[config.mk]
export PLATFORM = sky130hd
export DESIGN_NAME = led_pattern_gen_flat
export DESIGN_NICKNAME = d
export VERILOG_FILES = /design/src/rtl/led_pattern_gen_if.sv /design/src/rtl/led_pattern_gen.sv /design/src/flat_wrapper.sv
export SDC_FILE = /design/constraint.sdc
export NUM_CORES = 1
export LEC_CHECK = 0
export ABC_AREA = 1
export BUFFER_PORTS_ARGS = -buffer_cell sky130_fd_sc_hd__buf_4
export CAP_MARGIN = 20
export CORE_MARGIN = 5
export CORE_UTILIZATION = 45
export CTS_BUF_LIST = sky130_fd_sc_hd__clkbuf_4 sky130_fd_sc_hd__clkbuf_8 sky130_fd_sc_hd__clkbuf_16
export CTS_CLUSTER_SIZE = 24
export DETAILED_ROUTE_END_ITERATION = 6
export GPL_ROUTABILITY_DRIVEN = 0
export PLACE_DENSITY = 0.6
export SETUP_SLACK_MARGIN = 0.05
export SYNTH_ARGS = -nofsm -noshare
export SYNTH_HDL_FRONTEND = slang
export SYNTH_SLANG_ARGS = --single-unit
[constraint.sdc]
create_clock -name clk -period 1.9 [get_ports clk]
set_clock_uncertainty 0.15 [all_clocks]
set_input_delay 0.38 -clock clk [delete_from_list [all_inputs] [get_ports clk]]
set_output_delay 0.38 -clock clk [all_outputs]
set_load 0.005 [all_outputs]
[src/rtl/led_pattern_gen_if.sv]
// Configuration bus for led_pattern_gen: one-cycle write strobe carrying
// the target channel, its new mode and, for bursts, the pulse count.
interface led_pattern_gen_if #(
   parameter int CH_W    = 2,
   parameter int BURST_W = 4
);
   logic               cfg_we;
   logic [CH_W-1:0]    cfg_ch;
   logic [2:0]         cfg_mode;
   logic [BURST_W-1:0] cfg_cnt;

   modport master (output cfg_we, output cfg_ch, output cfg_mode, output cfg_cnt);
   modport slave  (input  cfg_we, input  cfg_ch, input  cfg_mode, input  cfg_cnt);
endinterface

[src/rtl/led_pattern_gen.sv]
// Multi-channel LED pattern driver. All channels share one prescaler and
// slow-phase counter, so blink edges of different channels line up.
//
// Per-channel mode FSM:
//   state   | meaning
//   M_OFF   | led held low (also reserved mode codes 5-7)
//   M_ON    | led held high
//   M_SLOW  | led toggles on every slow event
//   M_FAST  | led toggles on every fast event (base tick)
//   M_BURST | counted on-pulses paced by slow events, then OFF with done pulse
module led_pattern_gen #(
   parameter int CH_NUM       = 4,
   parameter int TICK_CNT_MAX = 15_625_000,
   parameter int SLOW_DIV     = 4,
   parameter int BURST_W      = 4,
   localparam int CH_W        = (CH_NUM > 1) ? $clog2(CH_NUM) : 1
) (
   input  logic                clk,
   input  logic                rst_n,
   led_pattern_gen_if.slave    cfg,
   output logic [CH_NUM-1:0]   led,
   output logic [CH_NUM-1:0]   busy,
   output logic [CH_NUM-1:0]   done
);

   localparam int CNT_W = (TICK_CNT_MAX > 1) ? $clog2(TICK_CNT_MAX) : 1;
   localparam int PH_W  = (SLOW_DIV > 1) ? $clog2(SLOW_DIV) : 1;
   localparam logic [CNT_W-1:0] CNT_LAST = CNT_W'(TICK_CNT_MAX - 1);
   localparam logic [PH_W-1:0]  PH_LAST  = PH_W'(SLOW_DIV - 1);

   typedef enum logic [2:0] {
      M_OFF   = 3'd0,
      M_ON    = 3'd1,
      M_SLOW  = 3'd2,
      M_FAST  = 3'd3,
      M_BURST = 3'd4
   } mode_t;

   logic [CNT_W-1:0]   cnt_q;
   logic [PH_W-1:0]    phase_q;
   logic               tick;
   logic               fast_ev;
   logic               slow_ev;

   mode_t              mode_q   [CH_NUM];
   mode_t              mode_nxt [CH_NUM];
   logic [BURST_W-1:0] rem_q    [CH_NUM];
   logic [BURST_W-1:0] rem_nxt  [CH_NUM];
   logic [CH_NUM-1:0]  led_q, led_nxt;
   logic [CH_NUM-1:0]  done_q, done_nxt;

   assign tick    = (cnt_q == CNT_LAST);
   assign fast_ev = tick;
   assign slow_ev = tick && (phase_q == PH_LAST);

   // Shared timebase: free-running prescaler and slow-phase counter.
   always_ff @(posedge clk or negedge rst_n) begin
      if (!rst_n) begin
         cnt_q   <= '0;
         phase_q <= '0;
      end else if (tick) begin
         cnt_q   <= '0;
         phase_q <= (phase_q == PH_LAST) ? '0 : phase_q + PH_W'(1);
      end else begin
         cnt_q   <= cnt_q + CNT_W'(1);
      end
   end

   // Per-channel state register.
   always_ff @(posedge clk or negedge rst_n) begin
      if (!rst_n) begin
         for (int i = 0; i < CH_NUM; i++) begin
            mode_q[i] <= M_OFF;
            rem_q[i]  <= '0;
         end
         led_q  <= '0;
         done_q <= '0;
      end else begin
         for (int i = 0; i < CH_NUM; i++) begin
            mode_q[i] <= mode_nxt[i];
            rem_q[i]  <= rem_nxt[i];
         end
         led_q  <= led_nxt;
         done_q <= done_nxt;
      end
   end

   // Next-state: a write to a channel overrides any event in the same cycle;
   // out-of-range channel numbers match no channel and are dropped.
   always_comb begin
      led_nxt  = led_q;
      done_nxt = '0;
      for (int i = 0; i < CH_NUM; i++) begin
         mode_nxt[i] = mode_q[i];
         rem_nxt[i]  = rem_q[i];
         if (cfg.cfg_we && (int'(cfg.cfg_ch) == i)) begin
            rem_nxt[i] = '0;
            case (cfg.cfg_mode)
               3'd1: begin mode_nxt[i] = M_ON;   led_nxt[i] = 1'b1; end
               3'd2: begin mode_nxt[i] = M_SLOW; led_nxt[i] = 1'b1; end
               3'd3: begin mode_nxt[i] = M_FAST; led_nxt[i] = 1'b1; end
               3'd4: begin
                  if (cfg.cfg_cnt == '0) begin
                     mode_nxt[i] = M_OFF;
                     led_nxt[i]  = 1'b0;
                     done_nxt[i] = 1'b1;
                  end else begin
                     mode_nxt[i] = M_BURST;
                     led_nxt[i]  = 1'b1;
                     rem_nxt[i]  = cfg.cfg_cnt;
                  end
               end
               default: begin mode_nxt[i] = M_OFF; led_nxt[i] = 1'b0; end
            endcase
         end else begin
            case (mode_q[i])
               M_SLOW: if (slow_ev) led_nxt[i] = ~led_q[i];
               M_FAST: if (fast_ev) led_nxt[i] = ~led_q[i];
               M_BURST: begin
                  if (slow_ev) begin
                     if (led_q[i]) begin
                        led_nxt[i] = 1'b0;
                        rem_nxt[i] = rem_q[i] - BURST_W'(1);
                        if (rem_q[i] == BURST_W'(1)) begin
                           mode_nxt[i] = M_OFF;
                           done_nxt[i] = 1'b1;
                        end
                     end else begin
                        led_nxt[i] = 1'b1;
                     end
                  end
               end
               default: ;
            endcase
         end
      end
   end

   // Busy simply reflects channels currently running a burst.
   always_comb begin
      busy = '0;
      for (int i = 0; i < CH_NUM; i++) busy[i] = (mode_q[i] == M_BURST);
   end

   assign led  = led_q;
   assign done = done_q;

endmodule
[src/flat_wrapper.sv]
// flat-port wrapper written by rule: the top's interface ports become plain ports
module led_pattern_gen_flat 
#(
   parameter int CH_NUM       = 4,
   parameter int TICK_CNT_MAX = 15_625_000,
   parameter int SLOW_DIV     = 4,
   parameter int BURST_W      = 4,
   localparam int CH_W        = (CH_NUM > 1) ? $clog2(CH_NUM) : 1
)
  (clk, rst_n, led, busy, done, cfg_cfg_we, cfg_cfg_ch, cfg_cfg_mode, cfg_cfg_cnt);
  led_pattern_gen_if #(.BURST_W(BURST_W)) cfg_i ();
  input  logic clk;
  input  logic rst_n;
  output logic [CH_NUM-1:0] led;
  output logic [CH_NUM-1:0] busy;
  output logic [CH_NUM-1:0] done;
  input wire logic [$bits(cfg_i.cfg_we)-1:0] cfg_cfg_we;
  input wire logic [$bits(cfg_i.cfg_ch)-1:0] cfg_cfg_ch;
  input wire logic [$bits(cfg_i.cfg_mode)-1:0] cfg_cfg_mode;
  input wire logic [$bits(cfg_i.cfg_cnt)-1:0] cfg_cfg_cnt;
  assign cfg_i.cfg_we = cfg_cfg_we;
  assign cfg_i.cfg_ch = cfg_cfg_ch;
  assign cfg_i.cfg_mode = cfg_cfg_mode;
  assign cfg_i.cfg_cnt = cfg_cfg_cnt;
  led_pattern_gen #(.CH_NUM(CH_NUM), .TICK_CNT_MAX(TICK_CNT_MAX), .SLOW_DIV(SLOW_DIV), .BURST_W(BURST_W)) u_core (.clk(clk), .rst_n(rst_n), .cfg(cfg_i), .led(led), .busy(busy), .done(done));
endmodule
== Word level (Yosys, flattened, before mapping) ==
Cells that the tools add are included.

* $add $sub $neg: 6
* Equality and inequality tests: 37
* Multiplexer cells: 90
* Bitwise logic cells: 4
* Reductions and logical operators: 40

{| class="wikitable"
|+ Operators by type and width
! kind !! number
|-
| $mux W4 || 18
|-
| $mux W3 || 21
|-
| $mux W1 || 43
|-
| $ne A3 B1 Y1 const B || 12
|-
| $reduce_and A4 Y1 || 8
|-
| $reduce_bool A2 Y1 || 16
|-
| $eq A3 B2 Y1 const B || 10
|-
| $add A24 B1 Y24 const B || 1
|-
| $eq A24 B24 Y1 const B || 1
|-
| $mux W24 || 1
|-
| $eq A4 B1 Y1 const B || 4
|-
| $reduce_bool A4 Y1 || 4
|-
| $sub A4 B1 Y4 const B || 4
|-
| $eq A3 B3 Y1 const B || 5
|-
| $pmux W1 S3 || 4
|-
| $pmux W3 S4 || 1
|-
| $reduce_and A3 Y1 || 4
|-
| $eq A2 B2 Y1 const B || 3
|-
| $logic_and A1 B1 Y1 || 5
|-
| $logic_not A4 Y1 || 1
|-
| $not A1 Y1 || 4
|-
| $eq A3 B1 Y1 const B || 1
|-
| $reduce_or A3 Y1 || 1
|-
| $add A2 B1 Y2 const B || 1
|-
| 4 further kinds || 4
|}

* Register bits after elaboration: 62
* Input bits: 12
* Output and inout port bits: 12
* Word-level logic and storage cells: 192

== Longest topological paths before layout ==
* Word-level depth: 6
* Depth in mapped cells: 11

== Worst setup path before layout ==
No wires, ideal clock.

* Path type: register to register
* From: register u_core.cnt_q[0]
* To: register u_core.phase_q[0]
* Library setup time: 0.125 ns
* Arrival time: 1.416 ns
* Slack: 0.209 ns
* Stages on the path, launching flop included: 9
* Path buffers: 1
* Cells stage by stage: dfrtp_1 > ha_1 > nand2_1 > inv_1 > nand2_1 > nor2_1 > nand3_1 > buf_2 > mux2_2

* Cells in the longest elaborated chain, start to end: 1

{| class="wikitable"
|+ RTL lines
! item !! RTL line !! text
|-
| from (decl) || led_pattern_gen.sv:39 || <nowiki>logic [CNT_W-1:0] cnt_q;</nowiki>
|-
| from (signal assigned) || led_pattern_gen.sv:65 || <nowiki>cnt_q <= cnt_q + CNT_W'(1);</nowiki>
|-
| $eq A24 B24 Y1 || led_pattern_gen.sv:52 || <nowiki>assign tick = (cnt_q == CNT_LAST);</nowiki>
|-
| to (signal assigned) || led_pattern_gen.sv:63 || <nowiki>phase_q <= (phase_q == PH_LAST) ? '0 : phase_q + PH_W'(1);</nowiki>
|-
| to (decl) || led_pattern_gen.sv:40 || <nowiki>logic [PH_W-1:0] phase_q;</nowiki>
|}

Every way passes these cells.
A chain may end at the register's enable or synchronous reset.

== Worst setup path after layout ==
* From: register u_core.cnt_q[12]
* To: register u_core.rem_q[2] (netlist name)

* Cells in the longest elaborated chain, start to end: 4

{| class="wikitable"
|+ RTL lines
! item !! RTL line !! text
|-
| $eq A24 B24 Y1 || led_pattern_gen.sv:52 ||
|-
| $logic_and A1 B1 Y1 || led_pattern_gen.sv:54 || <nowiki>assign slow_ev = tick && (phase_q == PH_LAST);</nowiki>
|-
| $reduce_bool A2 Y1 (no source line) || -- ||
|-
| $reduce_and A3 Y1 (no source line) || -- ||
|-
| to (signal, indexed assignment) || led_pattern_gen.sv:81 || <nowiki>rem_q[i] <= rem_nxt[i];</nowiki>
|-
| to (decl) || led_pattern_gen.sv:47 || <nowiki>logic [BURST_W-1:0] rem_q [CH_NUM];</nowiki>
|}

Every way passes these cells.

==> impl_results.md <==
- Status: finished clean
- Initial core utilization: 0.457
- Setup crit start kind: register
- Register area share after synthesis: 0.393
- Multi-input logic area: approximately 2200 um^2
- Buffers on Ports: 23
- HP Class: primary input to register
- First-pass GRT wire length: 15.7 mm
- Critical Path RT: 1.97 ns
- HPWL after DPL: about 6.9 mm
- Detailed Route WL: 9.31 mm
- Worst Tran Pin Value: 0.561 ns
- P_leak: 2.47 nW
- Crit Path Category: register to register
- F_max: 560 MHz
- Via density: just under 5
- Mapped cell area: about 4000 um^2
- Synth unique cells: 31
- Reg2reg path depth: 10
- Worst Setup End Kind: register
- Total power: 4.61 mW
- Drt initial violations: around 180
- CP max-delay cell: dfrtp_2
- Syn. warnings: 0
- Antenna-violating nets left: 0
- Synth Instances: ~530
- Grt ovf: 0
- Final hold viol count: 0
- Core Box Area: 8640 um^2
- Mean post-synth cell area: 7.42 um^2
- # setup viols final: 0
- Vias in the first global route: 3238
- Met1 Use GR: 0.267
- Tcrit/Tclk final: 0.939
- Crit Reg-Reg Startpoint: u_core.cnt_q[12]
- Vias: 3460
- Initial antenna violation count: 0
- Routed len/inst: around 13 um
- Slew HR: 0.622
- Clk pin slew, worst setup/hold paths: 0.07 ns
- Row count: 34
- Worst R2R End: u_core.rem_q[2]
- Area delta synth->final: 22.1%
- Worst hold slack: 0.241 ns
- CTS Sinks: 62
- Clk buf depth: 2
- Setup crit end: u_core.rem_q[2]
- Met3 usage: 0.0336
- Pwr per Cell Area: between 900 and 1000 nW/um^2
- H-tree depth: 3
- Critical path peak fanout: 8
- Root buffer cell: clkbuf_8
- CP dominant cell by count: nand2_2
- RSZ-0062 raised after global routing: true
- Detailed Routing Iterations Pass 1: 5
- FF-to-FF setup slack: ~0.12 ns
- Chip height: 104 um
- Final Core Density: 0.558
- CTS buffer count: 9
- Crit path cell chain: inv_2, nand2_1, nor2_2, nand2_2, nor2_4, nand3_4, nand2_4, nand2_8, nand2_2, o21ai_2
- Seq cells post-synth: 62
- IO Pins: 24
- Remaining DRCs: 0
- CP arrival: between 1.5 and 2 ns
- Delay of the slowest critical-path stage: 0.44 ns
- Area leader, netlist: dfrtp_1
- Final #Nets: 607
- Yosys top cell area share: 0.393
- Share of cells above drive strength 1: 0.259
- VDD IR-drop max: 0.495 mV
- Mapped Nets: 554
- CTS tree: yes
- Slew Limit Fails: 0
- Filler cell count: 806
- Tmin final: 1.78 ns
- Antenna cells: 0
- Register area: 1550 um^2
- Top area cells in the synthesized netlist: dfrtp_1 39%, nand2_1 14%, inv_1 7.2%
- GR Util All Layers: 0.177
- Most Crowded Layer GR: met1
- DIE AREA: around 11000 um^2
- Chip Width: 104 um
- Max-Cap Viols: 0
- Largest net degree at the start of global routing: 33
- Clk Latency, worst-skew pair: between 0.3 and 0.4 ns
- CP startpoint: u_core.cnt_q[12]
- GR Layer Usage met2: 0.260
## metrics by stage
step                      setup TNS [ns]  instance area (um^2)  std cells  worst slack, ns
after floorplan                        0                  3950        532            0.209
after global placement                 0                  4370        674            0.130
after detailed placement               0                  4370        674           0.0896
after CTS                              0                  4600        691           0.0747
after global routing             -0.0178                  4820        698          -0.0117
final                                  0                  4820        698            0.116
## kinds of logic (layout without fill, tap and decap cells)
group / count (synthesis) / in the layout / synth area share
AOI/OAI and AO/OA: 62 / 62 / 0.0996
and+or+nand+nor: 293 / 293 / 0.349
xor gates and xnor gates: 16 / 16 / 0.0355
muxes: 2 / 2 / 0.00571
buffers and inverters: 87 / 145 / 0.0850
adders and majority gates: 10 / 10 / 0.0317
DFF: 62 / 62 / 0.393
## worst max-delay path, delay by kind of cell (launching register included)
| family | cells | cell delay (ns) |
|---|---|---|
| AOI/OAI and AO/OA | 1 | 0.05 |
| DFF | 1 | 0.44 |
| buffers and inverters | 1 | 0.07 |
| and+or+nand+nor | 8 | 0.95 |
## state kept, by name (all words and copies together) (netlist names)
register        count
u_core.done         4
u_core.rem_q       16
u_core.led          4
u_core.phase_q      2
u_core.mode_q      12
u_core.cnt_q       24
## Yosys cell counts, drive strengths merged
cell type	n
a21oi	15
and3	1
buf	5
dfrtp	62
ha	10
inv	82
mux2	2
nand2	164
nand3	35
nand4	11
nor2	65
nor3	13
nor3b	1
nor4	3
o211ai	1
o21ai	45
o22ai	1
xnor2	1
xor2	15
## repair_timing
action                                  CTS  global route
hold endpoints to repair                 30             0
endpoints found under the setup margin    0            42
hold buffers                              1             0
resized for setup                         0            47
buffers inserted                          0             7
## placed cells by master, fill, tap and decap left out, drive strengths merged
cell type    count
nand3           35
xor2            15
ha              10
clkinv           2
nor4             3
o22ai            1
nor3b            1
nand2          164
xnor2            1
clkbuf          13
nor2            65
o211ai           1
dfrtp           62
o21ai           45
mux2             2
a21oi           15
buf             46
dlygate4sd3      1
nand4           11
nor3            13
bufinv           1
and3             1
inv             82
## worst min path at each step
stage | slack (ns) | cells past startpoint | start | to
after floorplan | -0.07 | 0 | rst_n | u_core.cnt_q[0]
final | 0.24 | 4 | cfg_cfg_mode[2] | u_core.mode_q[6]
after detailed placement | 0.21 | 1 | rst_n | u_core.cnt_q[14]
after global routing | 0.25 | 4 | cfg_cfg_mode[2] | u_core.mode_q[7]
after CTS | 0.23 | 4 | cfg_cfg_mode[2] | u_core.mode_q[6]
after global placement | 0.20 | 1 | rst_n | u_core.cnt_q[20]
## report_power, final
| group | leakage [nW] | switching [mW] | internal [mW] |
|---|---|---|---|
| registers | 0.792 | 0.290 | 1.59 |
| logic | 1.56 | 0.812 | 0.654 |
| clock network | 0.115 | 0.519 | 0.745 |
| total | 2.47 | 1.62 | 2.99 |
## final cells by class
cell class,instances,area share
Multi-Input combinational cell,383,0.459
Sequential cell,62,0.323
Timing Repair Buffer,47,0.0805
Inverter,82,0.0639
Clock buffer,13,0.0371
Tap cell,108,0.0281
Clock inverter,3,0.00831
## per-layer routing
layer / routed length [um] / share of wire / vias up
met3: 365 / 0.039 / 6
met1: 4780 / 0.51 / 1598
met2: 4120 / 0.44 / 70
li1: - / - / 1786
met5: 0 / 0 / -
met4: 45 / 0.0048 / 0
(Power assumes the default switching activity.)
